### config.mk
export PLATFORM = sky130hd
export DESIGN_NAME = sweep_golden_alu
export DESIGN_NICKNAME = d
export VERILOG_FILES = /design/src/rtl/sweep_pkg.sv /design/src/rtl/sweep_golden_alu.sv
export SDC_FILE = /design/constraint.sdc
export NUM_CORES = 1
export LEC_CHECK = 0
export CORE_MARGIN = 1.5
export CORE_UTILIZATION = 40
export DETAILED_ROUTE_END_ITERATION = 6
export GPL_TIMING_DRIVEN = 0
export REMOVE_ABC_BUFFERS = 1
export SETUP_SLACK_MARGIN = 0.05
export SYNTH_ARGS = -nofsm -noshare
export SYNTH_HDL_FRONTEND = slang
export SYNTH_SLANG_ARGS = --single-unit
### constraint.sdc
create_clock -name vclk -period 7.1
set_input_delay 1.775 -clock vclk [all_inputs]
set_output_delay 1.775 -clock vclk [all_outputs]
set_load 0.02 [all_outputs]
### src/rtl/sweep_pkg.sv
// Shared definitions for the on-chip operand-sweep checker.
//   mode_t          : 3-bit operation selector driven into the checker
//   state_t         : checker FSM state encoding
//   sweep_cnt_width : width of the match/mismatch counters for a given
//                     operand width (one extra bit so the final count of
//                     2^(2*DATA_W) pairs fits without wrapping)
package sweep_pkg;

    typedef enum logic [2:0] {
        MODE_ADD  = 3'd0,
        MODE_SUB  = 3'd1,
        MODE_MUL  = 3'd2,
        MODE_NAND = 3'd3,
        MODE_NOR  = 3'd4,
        MODE_XOR  = 3'd5,
        MODE_XNOR = 3'd6,
        MODE_BAD  = 3'd7
    } mode_t;

    typedef enum logic [3:0] {
        S_IDLE    = 4'd0,
        S_LOAD_A  = 4'd1,
        S_LOAD_B  = 4'd2,
        S_RUN     = 4'd3,
        S_READ_LO = 4'd4,
        S_READ_HI = 4'd5,
        S_CHECK   = 4'd6,
        S_TOUT    = 4'd7,
        S_NEXT    = 4'd8,
        S_DONE    = 4'd9
    } state_t;

    function automatic int sweep_cnt_width(input int data_w);
        return 2 * data_w + 1;
    endfunction

endpackage

### src/rtl/sweep_golden_alu.sv
// Combinational reference model for the tp1 operations.
//   mode   : operation (sweep_pkg::mode_t encoding)
//   a, b   : operands (a = inner loop value, b = outer loop value)
//   result : 2*DATA_W-bit golden value; only MUL uses the upper half,
//            every other mode returns its DATA_W-bit result zero-extended
module sweep_golden_alu
    import sweep_pkg::*;
#(
    parameter int DATA_W = 8
) (
    input  logic [2:0]          mode,
    input  logic [DATA_W-1:0]   a,
    input  logic [DATA_W-1:0]   b,
    output logic [2*DATA_W-1:0] result
);

    logic [DATA_W-1:0]   sum;
    logic [DATA_W-1:0]   diff;
    logic [2*DATA_W-1:0] product;

    assign sum     = a + b;
    assign diff    = a - b;
    assign product = {{DATA_W{1'b0}}, a} * {{DATA_W{1'b0}}, b};

    always_comb begin
        result = '0;
        case (mode_t'(mode))
            MODE_ADD:  result = {{DATA_W{1'b0}}, sum};
            MODE_SUB:  result = {{DATA_W{1'b0}}, diff};
            MODE_MUL:  result = product;
            MODE_NAND: result = {{DATA_W{1'b0}}, ~(a & b)};
            MODE_NOR:  result = {{DATA_W{1'b0}}, ~(a | b)};
            MODE_XOR:  result = {{DATA_W{1'b0}}, a ^ b};
            MODE_XNOR: result = {{DATA_W{1'b0}}, ~(a ^ b)};
            default:   result = '0;
        endcase
    end

endmodule

==> flow_summary.toml <==
[place]
place_inst = 532
post-dp-hpwl_um = 6560
placed_area_um2 = 3520
post-place-ws_ns = -1.58
routabilityCongestion = 0.896
portBuffers = 35

[synth]
yosys.area.top_type_share_pct = 24.3
seq_area_frac_synth_pct = 0
yosysWarnings = 0
yosysTopAreaCell = "ha_1"
ys_top_cells_by_area = "ha_1, fa_1, nor2_1, inv_1, nand2_1"
yosysMostFrequentCell = "nor2_1"
syn-cell-area_um2 = 3090
synthCells = 406
synth_common_cells = "nor2_1, inv_1, ha_1, fa_1, nand2_1"
avgSynthCellArea_um2 = 7.61
synth_cell_type_count = 52

[floorplan]
io_pins = 35
row_count = 31
coreArea_um2 = 7370
die-width_um = 90.9
initial_utilization_pct = 41.9
die_h_um = 90.9
die_area_um2 = 8260

[timing]
setup_ws_ns = 0.0327
setup_viol = 0
fmax_mhz = 141
finalSetupTns_ns = 0
rsz0062_at_grt = "true"
worst_hold_slack_ns = 4.35
tightestPinTransition_ns = 0.560
post-route-period-util_pct = 99.5
final_hold_viol_count = 0
min_period_ns = 7.07
slew_headroom_pct = 62.7
maxSlewViolCount = 0

[power]
ir_drop_mv = 0.186
leakagePower_uw = 0.00195
powerDensity_nw_per_um2 = 187

[cells_and_area]
seqCellArea_um2 = 0
drive_gt1_share_pct = 25.3
nets = 568
clkbuf_count = 0
post-route-cell-area_um2 = 4030
diodes = 0
stdcell_count = 549
syn_to_final_growth_pct = 30.4
seq_cell_count = 0

[worst_setup_path]
worst_ep_required_time_ns = 5.33
cp-start-kind = "primary input"
cpPeakStageDelay_ns = 0.52
path_class = "in2out"
critPathSlowestCell = "fa_1"
path_max_fanout = 6
crit_top_cell = "fa_1"
cpLargestDelayFamily = "adder cells"
path_buf_inv = 4
arrival_ns = 5.29
path_cells = "buf_12 > ha_4 > fa_1 > fa_1 > fa_1 > inv_1 > fa_1 > inv_2 > ha_4 > nand4_1 > and3_4 > a21oi_2 > o21ai_1 > nor3b_2 > buf_4"
crit_path_end_kind = "output port"

[grt]
grt_usage_pct = 21.2
overflow = 0
grt_max_degree = 28
grt_pass1_wl_um = 14600
grt_antenna_before_repair = 0
top_usage_layer = "met2"
grt_pass1_vias = 3089
globalRouteMet1Util_pct = 28.2
grt_util_met3_pct = 0.926
grt_util_met2_pct = 38.4

[drt]
vias_per_cell = 5.37
drt_first_pass_iters = 4
route.antenna.remaining_nets = 0
drc_errors = 0
vias = 2946
wl_per_cell_um = 15.4
drt_wl_total_um = 8450
drtIter0Drc = 161

[worst_hold_path]
min_path_type = "in2out"

[run_status]
status = "finished clean"

[clock_tree]
hold_buffers = 0

[flow_run]
maxCapViolations = 0
path summary, 6_finish.rpt:
kind                  start          to  slack, ns  depth (start not counted)
worst max-delay path   a[4]  result[14]       0.03                         15
worst min-delay path   a[6]   result[6]       4.35                          6
repair_timing:
item                       CTS  global route
gates resized for setup    242            42
pin swaps                   32            19
setup endpoints to repair   13            13
buffers inserted            14             3
layer usage:
| metal | up-vias | share of wire, % |
|---|---|---|
| met5 | - | 0 |
| met4 | 0 | 1.8 |
| met3 | 14 | 3.7 |
| met2 | 57 | 50 |
| met1 | 1427 | 44 |
| li1 | 1448 | - |
cells by family (layout without fill, tap and decap cells):
family,count (synthesis),in the layout,synth area share (%)
compound gates,82,82,16.9
simple gates,131,131,19.4
buf+inv,78,122,10.0
fa+ha+maj,97,97,48.3
xor+xnor,13,13,3.69
mux,5,5,1.66
worst min-delay path, delay by kind of cell:
family,cells,cell delay (ns)
buffers and inverters,2,0.26
adder cells (fa/ha/maj),1,0.21
multiplexers,1,0.14
AO/OA/AOI/OAI,1,0.11
AND/OR/NAND/NOR,1,0.07
cell type report:
class                      instances  area, um2
fill                             696       3340
multi-input combinational        328       3060
timing repair buffer              52        487
inverter                          70        353
tap                               99        124
layout by cell type (no fill, tap or decap), drive strengths merged, types with 4 or more instances in the layout:
cell,Yosys,layout
nor3b,5,5
a21o,9,9
nor3,8,8
fa,37,37
nand2,29,29
buf,4,41
mux2i,4,4
ha,60,60
nand4,5,5
inv,65,66
xnor2,8,8
o21ai,22,22
nor2,66,66
clkbuf,4,4
o21a,6,6
nor2b,5,5
clkinv,5,4
a211oi,4,4
clkdlybuf4s50,0,4
a21oi,19,19
xor2,5,5
stage by stage:
step                      utilization [%]  power (uW)
after floorplan                         -         425
after global placement               47.7         572
after detailed placement             47.7         577
after CTS                            53.1         715
after global routing                 54.7         835
final                                54.7         753
power by group:
part / switching (uW) / total [uW] / internal, uW
logic: 403 / 753 / 350
clock network: 0 / 0 / 0
registers: 0 / 0 / 0
total: 403 / 753 / 350
(Power assumes the default switching activity.)
